===== src/rtl/core_pkg.sv =====
// core_pkg: shared core widths, reset PC and the fetch-entry record consumed by decode
package core_pkg;
  localparam int XLEN = 32;
  localparam int INSTR_W = 32;
  localparam logic [XLEN-1:0] RESET_PC_DEFAULT = 32'h0000_0000;
  typedef struct packed {
    logic [XLEN-1:0]    pc;
    logic [INSTR_W-1:0] instr;
  } fetch_entry_t;
  localparam int FETCH_ENTRY_W = $bits(fetch_entry_t);
endpackage


===== src/rtl/instr_fetch_queue_if.sv =====
// instr_fetch_queue_if: instruction memory port, redirect input and decode handshake
interface instr_fetch_queue_if;
  import core_pkg::*;
  logic               imem_req;
  logic [XLEN-1:0]    imem_addr;
  logic [INSTR_W-1:0] imem_rdata;
  logic               redirect;
  logic [XLEN-1:0]    redirect_pc;
  logic               instr_valid;
  logic [INSTR_W-1:0] instr;
  logic [XLEN-1:0]    instr_pc;
  logic               instr_ready;
  modport master (
    output imem_req, imem_addr, instr_valid, instr, instr_pc,
    input  imem_rdata, redirect, redirect_pc, instr_ready
  );
  modport slave (
    input  imem_req, imem_addr, instr_valid, instr, instr_pc,
    output imem_rdata, redirect, redirect_pc, instr_ready
  );
endinterface


===== src/rtl/sync_fifo.sv =====
// sync_fifo: circular-buffer FIFO with synchronous clear and simultaneous push/pop
module sync_fifo #(
  parameter int WIDTH = 64,
  parameter int DEPTH = 4,
  localparam int AW = $clog2(DEPTH)
) (
  input  logic             clk,
  input  logic             rst,
  input  logic             clr,
  input  logic             push,
  input  logic [WIDTH-1:0] din,
  input  logic             pop,
  output logic [AW:0]      count,
  output logic [WIDTH-1:0] head
);
  logic [WIDTH-1:0] mem [DEPTH];
  logic [AW-1:0] rd, wr;
  logic do_push, do_pop;
  assign do_pop = pop && count != '0;
  assign do_push = push && (int'(count) < DEPTH || do_pop);
  assign head = mem[rd];
  always_ff @(posedge clk) begin
    if (rst || clr) begin
      rd <= '0;
      wr <= '0;
      count <= '0;
    end else begin
      if (do_push) wr <= wr + AW'(1);
      if (do_pop) rd <= rd + AW'(1);
      count <= count + (AW+1)'(do_push) - (AW+1)'(do_pop);
    end
  end
  always_ff @(posedge clk) if (do_push) mem[wr] <= din;
endmodule


===== src/rtl/instr_fetch_queue.sv =====
// instr_fetch_queue: sequential prefetch into a small FIFO with redirect flush
module instr_fetch_queue
  import core_pkg::*;
#(
  parameter int DEPTH = 4,
  parameter logic [XLEN-1:0] RESET_PC = RESET_PC_DEFAULT
) (
  input logic clk,
  input logic rst,
  instr_fetch_queue_if.master bus
);
  localparam int CW = $clog2(DEPTH) + 1;
  logic [XLEN-1:0] fetch_pc, inflight_pc;
  logic inflight, kill, push, pop;
  logic [CW-1:0] count;
  fetch_entry_t head, din;
  // credit: every issued request already owns a FIFO slot, so a push never sees a full queue
  assign bus.imem_req = !rst && !bus.redirect && (int'(count) + int'(inflight) < DEPTH);
  assign bus.imem_addr = rst ? RESET_PC : fetch_pc;
  assign push = inflight && !kill;
  assign din = '{pc: inflight_pc, instr: bus.imem_rdata};
  assign bus.instr_valid = !rst && count != '0;
  assign pop = bus.instr_valid && bus.instr_ready;
  assign bus.instr = bus.instr_valid ? head.instr : '0;
  assign bus.instr_pc = bus.instr_valid ? head.pc : '0;
  always_ff @(posedge clk) begin
    if (rst) begin
      fetch_pc <= RESET_PC;
      inflight <= 1'b0;
      kill <= 1'b0;
    end else begin
      inflight <= bus.imem_req;
      kill <= bus.redirect && inflight;
      if (bus.redirect) fetch_pc <= {bus.redirect_pc[XLEN-1:2], 2'b00};
      else if (bus.imem_req) fetch_pc <= fetch_pc + XLEN'(4);
    end
  end
  always_ff @(posedge clk) if (bus.imem_req) inflight_pc <= fetch_pc;
  sync_fifo #(.WIDTH(FETCH_ENTRY_W), .DEPTH(DEPTH)) u_fifo (
    .clk(clk),
    .rst(rst),
    .clr(bus.redirect),
    .push(push),
    .din(din),
    .pop(pop),
    .count(count),
    .head(head)
  );
endmodule


===== src/flat_wrapper.sv =====
// flat-port wrapper written by rule: the top's interface ports become plain ports
module instr_fetch_queue_flat import core_pkg::*;
#(
  parameter int DEPTH = 4,
  parameter logic [XLEN-1:0] RESET_PC = RESET_PC_DEFAULT
)
  (clk, rst, bus_imem_req, bus_imem_addr, bus_instr_valid, bus_instr, bus_instr_pc, bus_imem_rdata, bus_redirect, bus_redirect_pc, bus_instr_ready);
  instr_fetch_queue_if bus_i ();
  input logic clk;
  input logic rst;
  output wire logic [$bits(bus_i.imem_req)-1:0] bus_imem_req;
  output wire logic [$bits(bus_i.imem_addr)-1:0] bus_imem_addr;
  output wire logic [$bits(bus_i.instr_valid)-1:0] bus_instr_valid;
  output wire logic [$bits(bus_i.instr)-1:0] bus_instr;
  output wire logic [$bits(bus_i.instr_pc)-1:0] bus_instr_pc;
  input wire logic [$bits(bus_i.imem_rdata)-1:0] bus_imem_rdata;
  input wire logic [$bits(bus_i.redirect)-1:0] bus_redirect;
  input wire logic [$bits(bus_i.redirect_pc)-1:0] bus_redirect_pc;
  input wire logic [$bits(bus_i.instr_ready)-1:0] bus_instr_ready;
  assign bus_imem_req = bus_i.imem_req;
  assign bus_imem_addr = bus_i.imem_addr;
  assign bus_instr_valid = bus_i.instr_valid;
  assign bus_instr = bus_i.instr;
  assign bus_instr_pc = bus_i.instr_pc;
  assign bus_i.imem_rdata = bus_imem_rdata;
  assign bus_i.redirect = bus_redirect;
  assign bus_i.redirect_pc = bus_redirect_pc;
  assign bus_i.instr_ready = bus_instr_ready;
  instr_fetch_queue #(.DEPTH(DEPTH), .RESET_PC(RESET_PC)) u_core (.clk(clk), .rst(rst), .bus(bus_i));
endmodule

===== config.mk =====
export PLATFORM = sky130hd
export DESIGN_NAME = instr_fetch_queue_flat
export DESIGN_NICKNAME = d
export VERILOG_FILES = /design/src/rtl/core_pkg.sv /design/src/rtl/instr_fetch_queue_if.sv /design/src/rtl/sync_fifo.sv /design/src/rtl/instr_fetch_queue.sv /design/src/flat_wrapper.sv
export SDC_FILE = /design/constraint.sdc
export NUM_CORES = 1
export LEC_CHECK = 0
export BUFFER_PORTS_ARGS = -buffer_cell sky130_fd_sc_hd__buf_2
export CAP_MARGIN = 10
export CELL_PAD_IN_SITES_DETAIL_PLACEMENT = 0
export CELL_PAD_IN_SITES_GLOBAL_PLACEMENT = 2
export CORE_ASPECT_RATIO = 1.75
export CORE_UTILIZATION = 38
export CTS_CLUSTER_SIZE = 40
export DETAILED_ROUTE_END_ITERATION = 6
export GPL_TIMING_DRIVEN = 0
export HOLD_SLACK_MARGIN = 0.05
export PLACE_DENSITY_LB_ADDON = 0.3
export SLEW_MARGIN = 10
export SYNTH_ARGS = -nofsm -noshare
export SYNTH_HDL_FRONTEND = slang
export SYNTH_SLANG_ARGS = --single-unit

===== constraint.sdc =====
create_clock -name clk -period 3.55 [get_ports clk]
set_clock_uncertainty 0.05 [all_clocks]
set_input_delay 0.71 -clock clk [delete_from_list [all_inputs] [get_ports clk]]
set_output_delay 0.71 -clock clk [all_outputs]
set_load 0.02 [all_outputs]

After elaboration in Yosys (flattened, before gate mapping)
Memories as Yosys holds them, arrays and structs flattened. A register that Yosys moved wholly into a read port is not among the register bits.
Index checks and enable logic that the tools add are counted.
- flip-flop bits (word level): 73
- output and inout port bits: 98
- input bits: 68
- memories kept: 1
- RAM bits: 256
- $lt $le $gt $ge: 2
- $add $sub $neg: 6
- mux-type cells: 9
- reductions and logical operators: 16
- memory list (name ; depth ; bits a word ; rd ports ; clocked after Yosys merged registers in ; wr ports ; line ; source):
    u_core.u_fifo.mem ; 4 ; 64 ; 1 ; 1 ; 1 ; sync_fifo.sv:16 ; logic [WIDTH-1:0] mem [DEPTH];
- operator list (kind ; number):
    32-bit two-way mux ; 5
    32-bit by 3-bit adder with 32-bit output (second input constant) ; 1
    32-bit by 4-bit less-than comparator with 1-bit output (second input constant) ; 1
    1-bit logical AND ; 8
    2-bit by 1-bit adder with 2-bit output (second input constant) ; 2
    3-bit by 1-bit adder with 4-bit output ; 1
    2-bit two-way mux ; 2
    3-bit by 1-bit adder with 3-bit output ; 1
    1-bit logical NOT ; 3
    3-bit less-than comparator (second input constant) ; 1
    3-bit nonzero test ; 1
    3-bit by 1-bit subtractor with 3-bit output ; 1
    1-bit logical OR ; 2
    1-bit two-way mux ; 2
    2-bit nonzero test ; 1
    2-bit OR reduction ; 1

Depth between registers and ports, before layout
Gate-level depths: netlist (run 1).
- word-level depth: 8
- depth in mapped cells: 11
- depth with buffers taken out: 10

Hierarchy
Synthesis (run 1) repeated with hierarchy kept, for this count alone.
- cell total of the unflattened synthesis: 779
- area, all modules: 13280.2 µm²
- modules (own cells, without submodules) (module ; area an instance (µm²) ; times used ; cells each):
    sync_fifo ; 9773.1 ; 1 ; 385
    instr_fetch_queue ; 3507.1 ; 1 ; 394

Worst setup path before layout (run 1)
OpenSTA, ideal clock, no wires.
- kind: reg-to-output
- start point: register u_core.u_fifo.count[1]
- end point: output port bus_imem_req
- cell stages (with the launch flop): 7
- slack: -0.141 ns
- arrival: 2.931 ns
- cell sequence: dfxtp_1 -> ha_1 -> o211a_1 -> o22a_1 -> buf_2 -> clkbuf_1 -> nor2_1
- longest elaborated chain between the ends: 3
- ends and longest elaborated chain (item ; line ; source):
    from (decl) ; sync_fifo.sv:13 ; output logic [AW:0] count,
    from (signal assigned) ; sync_fifo.sv:30 ; count <= count + (AW+1)'(do_push) - (AW+1)'(do_pop);
    3-bit by 1-bit adder with 4-bit output ; instr_fetch_queue.sv:18 ; assign bus.imem_req = !rst && !bus.redirect && (int'(count) + int'(inflight) < DEPTH);
    32-bit by 4-bit less-than comparator with 1-bit output ; instr_fetch_queue.sv:18 ;
    1-bit logical AND ; instr_fetch_queue.sv:18 ;
    to (decl) ; flat_wrapper.sv:11 ; output wire logic [$bits(bus_i.imem_req)-1:0] bus_imem_req;
No other way between the ends.

==> results of run 1 <==
per-layer routing:
metal  global-route usage  up-vias
met4               0.0460        0
met1                0.187     3492
li1                     -     3228
met3               0.0236       29
met5                    0        -
met2                0.310      169
metrics by stage:
step | TNS, ns | std cells | total power [mW] | hold slack, ns
2_1_floorplan | 0 | 736 | 4.54 | 0.356
3_3_place_gp | -305.22 | 1345 | 4.72 | 0.380
3_5_place_dp | 0 | 1350 | 4.73 | 0.384
4_1_cts | 0 | 1400 | 7.86 | 0.298
5_1_grt | 0 | 1401 | 8.03 | 0.317
6_report | 0 | 1401 | 7.77 | 0.329
cells in the mapped netlist (5+ instances only):
cell	n	share of area
and2_1	69	0.034
mux4_2	62	0.11
dfxtp_1	41	0.064
nand4_1	5	0.0024
nand3_1	11	0.0043
inv_1	10	0.0029
nor2_1	42	0.012
buf_2	7	0.0027
xnor2_1	20	0.014
clkbuf_1	28	0.0082
a21oi_1	5	0.0020
nand2_1	16	0.0047
ha_1	8	0.0078
xor2_1	6	0.0041
nor4_1	7	0.0034
nor3_1	6	0.0023
and3_1	6	0.0029
nor2b_1	29	0.014
a211oi_1	19	0.011
edfxtp_1	278	0.65
kinds of logic (layout without fill, tap and decap cells):
| logic type | after synthesis | in the layout |
|---|---|---|
| other | 1 | 4 |
| multiplexers | 66 | 66 |
| AO/OA/AOI/OAI | 41 | 41 |
| AND/OR/NAND/NOR | 217 | 217 |
| buffers and inverters | 54 | 269 |
| XOR/XNOR | 26 | 26 |
| flip-flops | 319 | 319 |
| adder cells (fa/ha/maj) | 9 | 9 |
registers in the layout, indices dropped and copies added (netlist names), named ones only:
name	flops
u_core.u_fifo.count	3
u_core.u_fifo.wr	2
u_core.inflight	1
u_core.inflight_pc	30
u_core.kill	1
u_core.fetch_pc	30
u_core.u_fifo.mem	248
u_core.u_fifo.rd	2
power groups by stage:
stage               clock network, mW  logic [mW]  registers [mW]
global route                     3.34       0.430            4.26
finish                           3.13       0.392            4.25
global placement                    0       0.387            4.33
CTS                              3.21       0.402            4.25
floorplan                           0       0.237            4.30
detailed placement                  0       0.401            4.33
placed cells by master, fill, tap and decap left out, types with 6 or more instances in the layout:
cell type | Yosys | routed
edfxtp_1 | 278 | 278
clkbuf_1 | 28 | 29
and3_1 | 6 | 6
nor2b_1 | 29 | 29
inv_1 | 10 | 10
clkbuf_16 | 0 | 29
nand3_1 | 11 | 11
xnor2_1 | 20 | 20
and2_1 | 69 | 65
nor4_1 | 7 | 7
xor2_1 | 6 | 6
dfxtp_1 | 41 | 41
buf_2 | 7 | 166
mux4_2 | 62 | 62
nor2_1 | 42 | 40
ha_1 | 8 | 8
nor3_1 | 6 | 6
nand2_1 | 16 | 16
a211oi_1 | 19 | 19
timing repair:
item / CTS / global route
gates resized for setup: 0 / 3
setup endpoints to repair: 3 / 6
pin swaps: 0 / 1
setup buffers: 0 / 1
cell type report:
class,count,area (um^2),share of cell area
Buffer,42,190,0.0124
Clock buffer,33,741,0.0484
Clock inverter,19,214,0.0140
Inverter,10,37.5,0.00245
Multi-Input combinational cell,363,3450,0.226
Sequential cell,319,9170,0.599
Tap cell,450,563,0.0368
Timing Repair Buffer,165,933,0.0610
worst min path at each step:
stage | start | to | slack (ns) | depth (start not counted)
after CTS | bus_imem_rdata[6] | u_core.u_fifo.mem[1][6]$_DFFE_PP_ | 0.30 | 1
after global routing | bus_imem_rdata[31] | u_core.u_fifo.mem[3][31]$_DFFE_PP_ | 0.32 | 1
after global placement | u_core.fetch_pc[14]$_SDFFE_PP0P_ | u_core.inflight_pc[14]$_DFFE_PP_ | 0.38 | 0
after floorplan | u_core.fetch_pc[14]$_SDFFE_PP0P_ | u_core.inflight_pc[14]$_DFFE_PP_ | 0.36 | 0
after detailed placement | u_core.fetch_pc[14]$_SDFFE_PP0P_ | u_core.inflight_pc[14]$_DFFE_PP_ | 0.38 | 0
final | bus_imem_rdata[6] | u_core.u_fifo.mem[1][6]$_DFFE_PP_ | 0.33 | 1
==> out/results.tsv, run 1 <==
stage	metric	value	unit
global_routing	grt_pass1_wl	42100	um
synth	yosysWarnings	0	
worst_setup_path	crit_cells	5	
clock_network	root_buffer	clkbuf_16	
finish	design_area	15300	um^2
timing	timing.final.crit_period	3.38	ns
synth	netlist_instances	733	
timing	worstMarginPinSlew	0.736	ns
finish	fill_cells	2959	
pwr	ir_drop	276	uV
finish	diodes	0	
route	remaining_drc_errors	0	
timing	setup_viol	0	
placement	pre_cts_ws	0.258	ns
pwr	intPower	6.13	mW
global_routing	grt_max_degree	49	
run	max_cap_viol_count	0	
placement	gp_congestion	0.756	
route	met3WireLength	1060	um
worst_setup_path	path_buf_inv	3	
route	finalWirelength	27400	um
finish	final_util	0.462	
worst_setup_path	cpPeakStageDelay	0.59	ns
clock_network	numCtsBuffers	28	
worst_setup_path	timing.rr.start	u_core.u_fifo.count[1]$_SDFF_PN0_	
pwr	p_leak	5.34	nW
route	first_pass_iters	4	
pwr	p_sw_frac	0.212	
clock_network	cts_tree	yes	
die	die_h	245	um
worst_setup_path	arrival	2.62	ns
timing	fin_ws	0.169	ns
pwr	p_sw	1.64	mW
synth	syn_area	12800	um^2
clock_network	ctsHoldBuffers	0	
hold_path	hp-class	primary input to register	
route	vias	6918	
finish	fin_nets	1006	
timing	fin_crit_sh	0.953	
global_routing	grt_use_total	0.163	
synth	ys_types	50	
worst_setup_path	worstSetupEndpointType	primary output	
synth	synth_ff_type	edfxtp_1	
route	routedLengthMet1	10800	um
pwr	combPwrFrac	0.050	
worst_setup_path	crit_fanout	10	
placement	placed_area	14300	um^2
worst_setup_path	crit_path_end	bus_instr_pc[13]	
worst_setup_path	cp.required	2.79	ns
synth	synth_seq_cells	319	
die	start_util	0.387	
synth	synth_top_family_by_area	multiplexers	
route	antenna_left	0	
worst_setup_path	start_kind	register	
die	core	33100	um^2
worst_setup_path	regToRegSetupSlack	1.09	ns
route	drtIter0Drc	426	
die	dieArea	34500	um^2
route	viasPerCell	4.94	
synth	synth_compound_area_frac	0.0244	
finish	area_growth	19.3	%
synth	ys_seq_area_frac	0.715	
placement	hpwl	18400	um
timing	maxSlewHeadroom	0.509	
global_routing	grt_pass1_vias	7353	
pwr	pwr-share-clk	0.403	
clock_network	path_clk_slew	0.07	ns
synth	async_reset_ff_frac	0	
synth	synth-xor-area-share	0.0178	
route	wl_per_cell	19.5	um
worst_setup_path	worst_r2r_endpoint	u_core.fetch_pc[24]$_SDFFE_PP0P_	
synth	muxShareOfSynthArea	0.112	
die	io_pins	166	
finish	drive_gt1_frac	0.323	
die	rows	88	
worst_setup_path	crit_slowest_cell	clkbuf_1	
synth	yosys.area_share.adder	0.00937	
synth	synth_edf_count	278	
worst_setup_path	reg2reg_depth	7	
timing	hold_viol	0	
pwr	p_seq_frac	0.546	
worst_setup_path	crit_family	buffers and inverters	
timing	slew_viol_final	0	
worst_setup_path	crit_type	register to primary output	
timing	timing.fmax	296	MHz
global_routing	grt_overflow	0	
synth	synth-simple-area-share	0.103	
route	highest_layer	met4	
worst_setup_path	path_cells	buf_1 > clkbuf_1 > mux4_2 > and2_1 > buf_2	
clock_network	htree_levels	1	
status	outcome	finished, final reports clean	
synth	syn_area_per_cell	17.5	um^2
route	dr_wl_met2	15000	um
pwr	power_density	508	nW/um^2
clock_network	cts.path.max_buffers	3	
placement	numPortBuffers	159	
timing	rsz0062_at_grt	no	
die	die_w	141	um
clock_network	cts.sinks	319	
clock_network	clk_latency	0.55	ns
global_routing	antenna_found_initial	0	
(Power assumes the default switching activity.)
==> inputs of run 2 (changes only) <==
- ABC_AREA: default -> 1
- CORE_UTILIZATION: 38 -> 34
- CTS_BUF_LIST: default -> sky130_fd_sc_hd__clkbuf_4 sky130_fd_sc_hd__clkbuf_8 sky130_fd_sc_hd__clkbuf_16
==> out/results.tsv, run 2 <==
stage	metric	value	unit
worst_setup_path	timing.rr.start	u_core.u_fifo.count[1]$_SDFF_PN0_	
worst_setup_path	crit_type	register to primary output	
worst_setup_path	crit_fanout	10	
clock_network	cts_tree	yes	
finish	diodes	0	
timing	maxSlewHeadroom	0.456	
synth	synth_seq_cells	319	
clock_network	cts.sinks	319	
clock_network	path_clk_slew	0.07	ns
finish	area_growth	19.6	%
placement	gp_congestion	0.780	
finish	top_regs	u_core.u_fifo.mem x248, u_core.fetch_pc x30, u_core.inflight_pc x30	
route	finalWirelength	36600	um
global_routing	grt_overflow	0	
pwr	total_power	7.80	mW
synth	syn_area	13500	um^2
clock_network	clk_latency	0.56	ns
worst_setup_path	worstSetupEndpointType	primary output	
synth	yosysWarnings	0	
timing	timing.fmax	303	MHz
global_routing	grt_use_total	0.183	
route	remaining_drc_errors	14	
synth	synth.cells.most_frequent	325 x nor2_1, 278 x edfxtp_1, 146 x nand2_1, 131 x o21ai_0, 87 x a21oi_1	
timing	rsz0062_at_grt	no	
route	viasPerCell	4.75	
global_routing	antenna_found_initial	1	
clock_network	cts.path.max_buffers	3	
route	vias	9467	
route	antenna_left	0	
status	outcome	finished, violations left	
timing	worstMarginPinSlew	0.817	ns
hold_path	hold_end	u_core.u_fifo.mem[1][9]$_DFFE_PP_	
route	first_pass_iters	7	
global_routing	grt_pass1_wl	55900	um
synth	syn_area_per_cell	10.5	um^2
timing	slew_viol_final	0	
timing	fin_crit_sh	0.930	
synth	synth_ff_type	edfxtp_1	
synth	synth_top_cell_area_share	0.620	
hold_path	hp-class	primary input to register	
worst_setup_path	start_kind	register	
clock_network	numCtsBuffers	29	
die	core	39200	um^2
synth	synth_edf_count	278	
timing	fin_tns_setup	0	ns
clock_network	htree_levels	1	
worst_setup_path	arrival	2.54	ns
global_routing	grt_pass1_vias	9599	
finish	final_common_cell	nor2_1	
die	die_w	152	um
worst_setup_path	worst_r2r_endpoint	u_core.u_fifo.mem[3][8]$_DFFE_PP_	
hold_path	whs_path_depth	1	
synth	ys_seq_area_frac	0.681	
pwr	ir_drop	269	uV
synth	synth_most_common_cell	nor2_1	
placement	placed_area	15100	um^2
hold_path	holdCritStartpoint	bus_imem_rdata[9]	
pwr	p_leak	6.11	nW
die	die_h	265	um
worst_setup_path	reg2reg_depth	10	
clock_network	ctsHoldBuffers	0	
timing	hold_viol	0	
status	violations	DRC	
die	io_pins	166	
finish	drive_gt1_frac	0.188	
synth	async_reset_ff_frac	0	
worst_setup_path	cp.required	2.79	ns
finish	design_area	16100	um^2
synth	synth_area_leaders	edfxtp_1 62%, nor2_1 9.1%, dfxtp_1 6.1%, o21ai_0 4.9%, nand2_1 4.1%	
clock_network	root_buffer	clkbuf_16	
finish	layout_common_cells	321 x nor2_1, 278 x edfxtp_1, 173 x buf_2	
timing	timing.final.crit_period	3.30	ns
synth	ys_types	30	
die	start_util	0.344	
placement	hpwl	25700	um
synth	netlist_instances	1278	
finish	fin_nets	1558	
timing	hold_ws	0.318	ns
worst_setup_path	regToRegSetupSlack	0.71	ns
die	rows	96	
global_routing	grt_max_degree	41	
pwr	power_density	484	nW/um^2
route	wl_per_cell	18.4	um
die	dieArea	40400	um^2
timing	setup_viol	0	
route	drtIter0Drc	521	
finish	largest_reg_flops	248	
run	max_cap_viol_count	0	
finish	top_register	u_core.u_fifo.mem	
placement	numPortBuffers	159	
synth	synth_largest_area_cell	edfxtp_1	
-- run 2: cell count changes after synthesis, moves of 29 or more --
| cell | before | now |
|---|---|---|
| o21ai_0 | 2 | 131 |
| inv_1 | 10 | 79 |
| mux4_2 | 62 | 0 |
| nand2_1 | 16 | 146 |
| nor2_1 | 42 | 325 |
| nand3_1 | 11 | 59 |
| and2_1 | 69 | 2 |
| a21oi_1 | 5 | 87 |
| nor2b_1 | 29 | 0 |
-- run 2: final cells by class --
type                       count  area, um^2
fill                        3846       23100
inverter                      86         323
clock inverter                12         118
multi-input combinational    811        3710
buffer                        65         297
timing repair buffer         169        1030
clock buffer                  40         833
sequential                   319        9170
tap                          490         613
-- run 2: repair_timing --
item / in CTS / in global routing
pin swaps: 0 / 0
hold endpoints to repair: 0 / 0
setup buffers: 0 / 0
gates resized for setup: 1 / 6
setup endpoints to repair: 2 / 5
-- run 2: worst max-delay path by stage --
stage               startpoint  depth (start not counted)                                end
finish                register                          8                   bus_instr_pc[21]
global route          register                          7                      bus_instr[24]
CTS                   register                          7                   bus_instr_pc[29]
floorplan                  rst                          7  u_core.u_fifo.mem[0][0]$_DFFE_PP_
detailed placement         rst                         10  u_core.u_fifo.mem[3][8]$_DFFE_PP_
global placement           rst                          8  u_core.u_fifo.mem[1][7]$_DFFE_PP_
-- run 2: worst max-delay path: stages (launching register included) --
cell and delay (ns):
dfxtp_1 0.30, buf_2 0.24, buf_2 0.31, buf_2 0.30, nor2_1 0.08, nor2_1 0.08
o21ai_0 0.09, a21oi_1 0.34, buf_2 0.24
-- run 2: cell families (layout without fill, tap and decap cells) --
group | after synthesis | in the layout | share of synthesized area
compound gates | 228 | 228 | 0.0864
other cells | 1 | 4 | 0.000279
flops | 319 | 319 | 0.681
buf+inv | 151 | 372 | 0.0457
fa+ha+maj | 9 | 9 | 0.00893
simple gates | 562 | 562 | 0.172
xor+xnor | 8 | 8 | 0.00521
-- run 2: report_power, final --
part | internal [mW] | switching (mW) | total [mW] | leakage [nW]
Combinational | 0.137 | 0.299 | 0.437 | 2.75
Clock | 1.79 | 1.34 | 3.12 | 0.476
Sequential | 4.17 | 0.0678 | 4.24 | 2.88
Total | 6.09 | 1.70 | 7.80 | 6.11
-- run 2: metal layers --
layer	GRT usage	wire length, um	share of wire
met1	0.192	13500	0.37
met2	0.363	20400	0.56
met3	0.0212	1560	0.043
met4	0.0739	1190	0.032
met5	0	13	0.00036
-- run 2: metrics by stage --
step,utilization,std cells,setup slack (ns)
3_3_place_gp,0.380,1930,-3.91
4_1_cts,0.411,1992,0.0195
3_5_place_dp,0.387,1940,0.167
2_1_floorplan,-,1281,-0.874
5_1_grt,0.411,1992,0.0464
6_report,0.411,1992,0.249
